## src/rtl/cdc_pkg.sv

```systemverilog
// Shared types for the Aclk->Bclk word crossing.
// Holds the source FSM state encoding, synchronizer depth and counter type.
package cdc_pkg;

    // Source-side handshake FSM states.
    typedef enum logic [1:0] {
        IDLE  = 2'd0,
        REQ   = 2'd1,
        DROP  = 2'd2,
        FAULT = 2'd3
    } src_state_t;

    // Depth of every level synchronizer in the crossing.
    localparam int SYNC_STAGES = 2;

    // Completed-transfer counter.
    localparam int XFER_CNT_W = 16;
    typedef logic [XFER_CNT_W-1:0] xfer_cnt_t;

endpackage : cdc_pkg

```

## src/rtl/cdc_word_source_sync_2ff.sv

```systemverilog
// sync_2ff: generic level synchronizer (SYNC_STAGES flops) for one bit.
// Ports: Aclk (dest clock), reset (sync, active-high), d (async in), q (synced out).
module sync_2ff
    import cdc_pkg::*;
(
    input  logic Aclk,
    input  logic reset,
    input  logic d,
    output logic q
);

    logic [SYNC_STAGES-1:0] r_sync;

    always_ff @(posedge Aclk) begin
        if (reset) begin
            r_sync <= '0;
        end else begin
            r_sync <= {r_sync[SYNC_STAGES-2:0], d};
        end
    end

    assign q = r_sync[SYNC_STAGES-1];

endmodule : sync_2ff

```

## src/rtl/cdc_word_source.sv

```systemverilog
// cdc_word_source: Aclk-side word source with a 4-phase req/ack handshake.
// Ports: Aclk, reset (sync, active-high), enable, ack_b (async) in;
//        req_a, data_a[WIDTH], busy, words_sent[16], timeout_err out.
// Build option: CDC_SRC_LFSR_EN selects a Galois LFSR word sequence,
//               otherwise the sequence is a wrapping incrementer.
module cdc_word_source
    import cdc_pkg::*;
#(
    parameter int               WIDTH   = 8,
    parameter logic [WIDTH-1:0] SEED    = WIDTH'(8'h01),
    parameter logic [WIDTH-1:0] POLY    = WIDTH'(8'hB8),
    parameter int               TIMEOUT = 255
) (
    input  logic             Aclk,
    input  logic             reset,
    input  logic             enable,
    input  logic             ack_b,
    output logic             req_a,
    output logic [WIDTH-1:0] data_a,
    output logic             busy,
    output xfer_cnt_t        words_sent,
    output logic             timeout_err
);

    localparam int PCW = $clog2(TIMEOUT + 1);
    // Fault is taken on the cycle the count would reach TIMEOUT,
    // so a phase lasts at most TIMEOUT cycles.
    localparam logic [PCW-1:0] PH_LAST = PCW'(TIMEOUT - 1);

`ifdef CDC_SRC_LFSR_EN
    // An all-zero LFSR state would lock up.
    localparam logic [WIDTH-1:0] SEED_EFF =
        (SEED == '0) ? WIDTH'(1) : SEED;
`else
    localparam logic [WIDTH-1:0] SEED_EFF = SEED;
`endif

    src_state_t       r_state;
    logic             r_req;
    logic [WIDTH-1:0] r_data;
    logic             r_busy;
    xfer_cnt_t        r_words;
    logic             r_err;
    logic [PCW-1:0]   r_phase;

    logic             w_ack_s;
    logic [WIDTH-1:0] w_next;
    logic             w_ph_done;

    sync_2ff u_ack_sync (
        .Aclk  (Aclk),
        .reset (reset),
        .d     (ack_b),
        .q     (w_ack_s)
    );

`ifdef CDC_SRC_LFSR_EN
    always_comb begin
        w_next = r_data >> 1;
        if (r_data[0]) begin
            w_next = (r_data >> 1) ^ POLY;
        end
    end
`else
    logic w_unused_poly;
    assign w_unused_poly = ^POLY;

    always_comb begin
        w_next = r_data + WIDTH'(1);
    end
`endif

    assign w_ph_done = (r_phase == PH_LAST);

    always_ff @(posedge Aclk) begin
        if (reset) begin
            r_state <= IDLE;
            r_req   <= 1'b0;
            r_data  <= SEED_EFF;
            r_busy  <= 1'b0;
            r_words <= '0;
            r_err   <= 1'b0;
            r_phase <= '0;
        end else begin
            unique case (r_state)
                IDLE: begin
                    r_phase <= '0;
                    // Wait for the previous ack to be released first.
                    if (enable && !w_ack_s) begin
                        r_state <= REQ;
                        r_req   <= 1'b1;
                        r_busy  <= 1'b1;
                    end
                end
                REQ: begin
                    if (w_ack_s) begin
                        r_state <= DROP;
                        r_req   <= 1'b0;
                        r_phase <= '0;
                    end else if (w_ph_done) begin
                        r_state <= FAULT;
                        r_req   <= 1'b0;
                        r_err   <= 1'b1;
                    end else begin
                        r_phase <= r_phase + PCW'(1);
                    end
                end
                DROP: begin
                    if (!w_ack_s) begin
                        r_state <= IDLE;
                        r_busy  <= 1'b0;
                        r_phase <= '0;
                        r_words <= r_words + XFER_CNT_W'(1);
                        // Only edge where the word may change.
                        r_data  <= w_next;
                    end else if (w_ph_done) begin
                        r_state <= FAULT;
                        r_err   <= 1'b1;
                    end else begin
                        r_phase <= r_phase + PCW'(1);
                    end
                end
                FAULT: begin
                    r_req   <= 1'b0;
                    r_err   <= 1'b1;
                    r_busy  <= 1'b1;
                    r_phase <= '0;
                end
                default: begin
                    r_state <= FAULT;
                    r_req   <= 1'b0;
                    r_err   <= 1'b1;
                    r_busy  <= 1'b1;
                end
            endcase
        end
    end

    assign req_a       = r_req;
    assign data_a      = r_data;
    assign busy        = r_busy;
    assign words_sent  = r_words;
    assign timeout_err = r_err;

endmodule : cdc_word_source

```

## config.mk

```make
export PLATFORM = sky130hd
export DESIGN_NAME = cdc_word_source
export DESIGN_NICKNAME = d
export VERILOG_FILES = /design/src/rtl/cdc_pkg.sv /design/src/rtl/cdc_word_source_sync_2ff.sv /design/src/rtl/cdc_word_source.sv
export SDC_FILE = /design/constraint.sdc
export NUM_CORES = 1
export LEC_CHECK = 0
export BUFFER_PORTS_ARGS = -buffer_cell sky130_fd_sc_hd__buf_2
export CORE_ASPECT_RATIO = 0.6
export CORE_MARGIN = 3
export CORE_UTILIZATION = 54
export DETAILED_ROUTE_END_ITERATION = 10
export GPL_TIMING_DRIVEN = 0
export PLACE_DENSITY_LB_ADDON = 0.12
export SLEW_MARGIN = 20
export SYNTH_ARGS = -nofsm -noshare
export SYNTH_HDL_FRONTEND = slang
export SYNTH_HIERARCHICAL = 1
export SYNTH_SLANG_ARGS = --single-unit
```

## constraint.sdc

```tcl
create_clock -name Aclk -period 2.2 [get_ports Aclk]
set_input_delay 0.22 -clock Aclk [delete_from_list [all_inputs] [get_ports Aclk]]
set_output_delay 0.22 -clock Aclk [all_outputs]
set_load 0.05 [all_outputs]
```

==> key figures <==
Status
  – Status: finished, final reports clean

Critical path
  – Setup crit start kind: register
  – Crit-path cells: ha_4, nand4b_1, or4_4, or3_1, a21oi_1
  – WS Path Type: register to register
  – Worst Path Arrival: 2.25 ns
  – Worst r2r path cells: 5
  – Worst stage delay on the critical path: 0.60 ns
  – Max FO, Critical Path: 9
  – CP Data Required Time: 2.41 ns
  – Crit. End Element: register
  – Critical path's slowest cell: or4_4

Global route
  – First-pass GRT wire length: 6580 um
  – Initial antenna violation count: 0
  – Vias in the first global route: 1,487
  – Largest net degree at the start of global routing: 12
  – Total GRT Usage: 20.9%
  – Gr ovfl total: 0

Yosys
  – YS warnings: 6
  – Number of synthesized register bits: 39
  – Post-synth EDFFs: 0
  – Main synth FF type: dfxtp_1
  – Post-Syn Nets: 209
  – Synthesized cell area: ~0.0018 mm^2
  – Mux share of post-synthesis cell area: 1.14%
  – Seq/Total Area, Yosys: 44.5%
  – Distinct cells, synth: 32
  – Post-Synth Adder-Cell Area: 5.71%
  – Synth Instances: 197
  – Mean post-synth cell area: 8.90 um^2
  – Combinational family with the most area after synthesis: simple AND/OR/NAND/NOR gates
  – Simple-gate portion of the synthesized area: ~24%
  – Compound-Gate Fraction of Synth Area: 11.4%
  – Ys async rst share: 0%
  – Xor and xnor area share after synthesis: between 10% and 20%

Clock network
  – Clk Latency, worst-skew pair: ~0.28 ns
  – Clk slew on worst S/H paths: 0.07 ns
  – CTS Sinks: 39
  – CTS hold repair buffers: 0
  – # H-tree levels: 2
  – Max Buffers Root-to-Sink: 2
  – CTS tree: done
  – Clock root buffer: clkbuf_8
  – Num CTS Buffers: 5

Power
  – Logic pwr share: 13.7%
  – Sw Ratio: 26.7%
  – Clk pwr share: 32.5%
  – VDD IR-drop max: around 490 uV
  – Net Switching: around 370 uW
  – Pwr Total: 1.38 mW
  – Leakage power: 0.807 nW
  – Pwr dens: ~670 mW/mm^2
  – Reg power frac: 53.8%
  – Pint: 1.01 mW

Place
  – RePlAce Congestion: between 0.8 and 0.9
  – Port Buf Inserts: 30
  – Placed cells: 269
  – Final HPWL DP: 2870 um

STA
  – Unrepaired setup endpoints after global routing: false
  – Max_slew headroom: 55.5%
  – Setup Viol. Count Final: 0
  – Pin slew with the least headroom to its limit: around 0.67 ns
  – Clock Skew: 0.00634 ns
  – Final hold violations: 0
  – Final TNS setup: 0 ns
  – Min Clock Period, post-route: between 2 and 2.5 ns
  – Fmax: a little under 500 MHz
  – Part of the cycle the worst path needs: between 90% and 100%
  – Final Slew Violations: 0

Die
  – Die area: 0.00399 mm^2
  – Initial Util: 58.8%
  – Die Ht: about 50 um
  – Die Wd: a little under 80 um
  – Core box area: approximately 0.003 mm^2
  – # IOs: 31
  – Row cnt: 15

Hold path
  – Worst Hold Depth: 2
  – Worst min-delay path class: input port to register

Drt
  – Post-DRT Antenna Nets: 0
  – Vias: 1,492
  – Avg Vias per Cell: 5.37
  – Total wire length: 3830 um
  – Initial DRC Count: 47
  – DRC Markers: 0
  – DRT Pass-1 Iters: 4
  – DR WL/cell: 13.8 um

Finish
  – Post-Layout Cell Count: 278
  – Post-layout util: 69.0%
  – Layout cell share with drive strength beyond 1: 16.5%
  – Antenna Diode Count: 0
  – Layout area overhead: 17.3%
  – # nets final: approximately 250

Run
  – Max-Cap Viols: 0
## layout make-up
class / instances / area, um^2
plain buffers: 6 / 22.5
clock buffers: 7 / 76.3
clock inverters: 1 / 5.00
fillers: 254 / 926
inverters: 5 / 18.8
multi-input cells: 147 / 945
flip-flops and latches: 39 / 781
well taps: 42 / 52.6
repair buffers: 31 / 158
## layer usage
metal	vias up	GRT usage (%)	wire (um)
met4	0	5.14	19
met3	4	5.73	177
li1	763	-	-
met5	-	0	0
met2	27	34.3	1760
met1	698	27.2	1870
## timing repair
action,4_1_cts,5_1_grt
gates resized for setup,0,2
buffers inserted,0,1
endpoints found under the setup margin,0,4
## cell families after synthesis
logic type | count (synthesis)
AND/OR/NAND/NOR | 82
flip-flops | 39
AO/OA/AOI/OAI | 34
XOR/XNOR | 21
buffers and inverters | 11
adder cells (fa/ha/maj) | 8
multiplexers | 2
## sequential cells by signal (all words and copies together) (netlist names)
register,cells
words_sent,16
data_a,8
r_phase,8
r_state,2
u_ack_sync/r_sync,2
busy,1
req_a,1
timeout_err,1
## synthesized netlist by cell type (all sizes together), types with 5 or more instances
| master | count | area share [%] |
|---|---|---|
| dfxtp | 39 | 45 |
| ha | 8 | 5.7 |
| nand3 | 10 | 2.9 |
| nor2 | 23 | 4.9 |
| o21ai | 8 | 2.3 |
| or3 | 7 | 2.5 |
| a21oi | 14 | 4.0 |
| clkbuf | 6 | 1.3 |
| xor2 | 13 | 6.5 |
| inv | 5 | 1.1 |
| nand4 | 7 | 2.5 |
| xnor2 | 8 | 4.0 |
| nand2 | 12 | 2.6 |
## worst max-delay path, delay by kind of cell, from the launching register on
family	cells	cell delay, ns
and+or+nand+nor	3	1.10
adders and majority gates	1	0.23
AOI/OAI and AO/OA	1	0.15
DFF	1	0.48
## per-stage QoR
step                      hold slack (ns)  cell area, um^2  worst slack [ns]
after floorplan                     0.292             1750             0.236
after global placement              0.431             1960             0.132
after detailed placement            0.442             1960            0.0240
after CTS                           0.136             2040           0.00656
after global routing                0.136             2060            0.0578
final                               0.141             2060             0.164
## placed cells by master (no fill, tap or decap), drive strengths merged
cell	instances
dfxtp	39
buf	31
nor2	23
a21oi	14
xor2	13
clkbuf	13
nand2	12
nand3	10
xnor2	8
o21ai	8
ha	8
nand4	7
or3	7
inv	5
a211oi	4
nor2b	4
nor3	4
nand2b	3
and2	3
and4	2
a31oi	2
nand4b	2
and3	2
mux2i	2
or4	2
o21a	1
a21boi	1
o21bai	1
a311oi	1
and4b	1
a221oi	1
o31ai	1
clkinv	1
## power by group through the flow
stage | Combinational (mW) | Clock (mW) | Sequential [mW]
6_report | 0.189 | 0.449 | 0.745
5_1_grt | 0.211 | 0.488 | 0.748
4_1_cts | 0.186 | 0.461 | 0.745
3_5_place_dp | 0.186 | 0 | 0.762
3_3_place_gp | 0.175 | 0 | 0.760
2_1_floorplan | 0.111 | 0 | 0.791
## final timing paths
kind                     endpoint  slack [ns]                 start
max reg2reg        words_sent[15]        0.16            r_state[1]
min          u_ack_sync/r_sync[0]        0.14                 reset
min reg2reg  u_ack_sync/r_sync[1]        0.47  u_ack_sync/r_sync[0]
max                words_sent[15]        0.16            r_state[1]
Note: power is estimated with default switching activity, not from simulation.
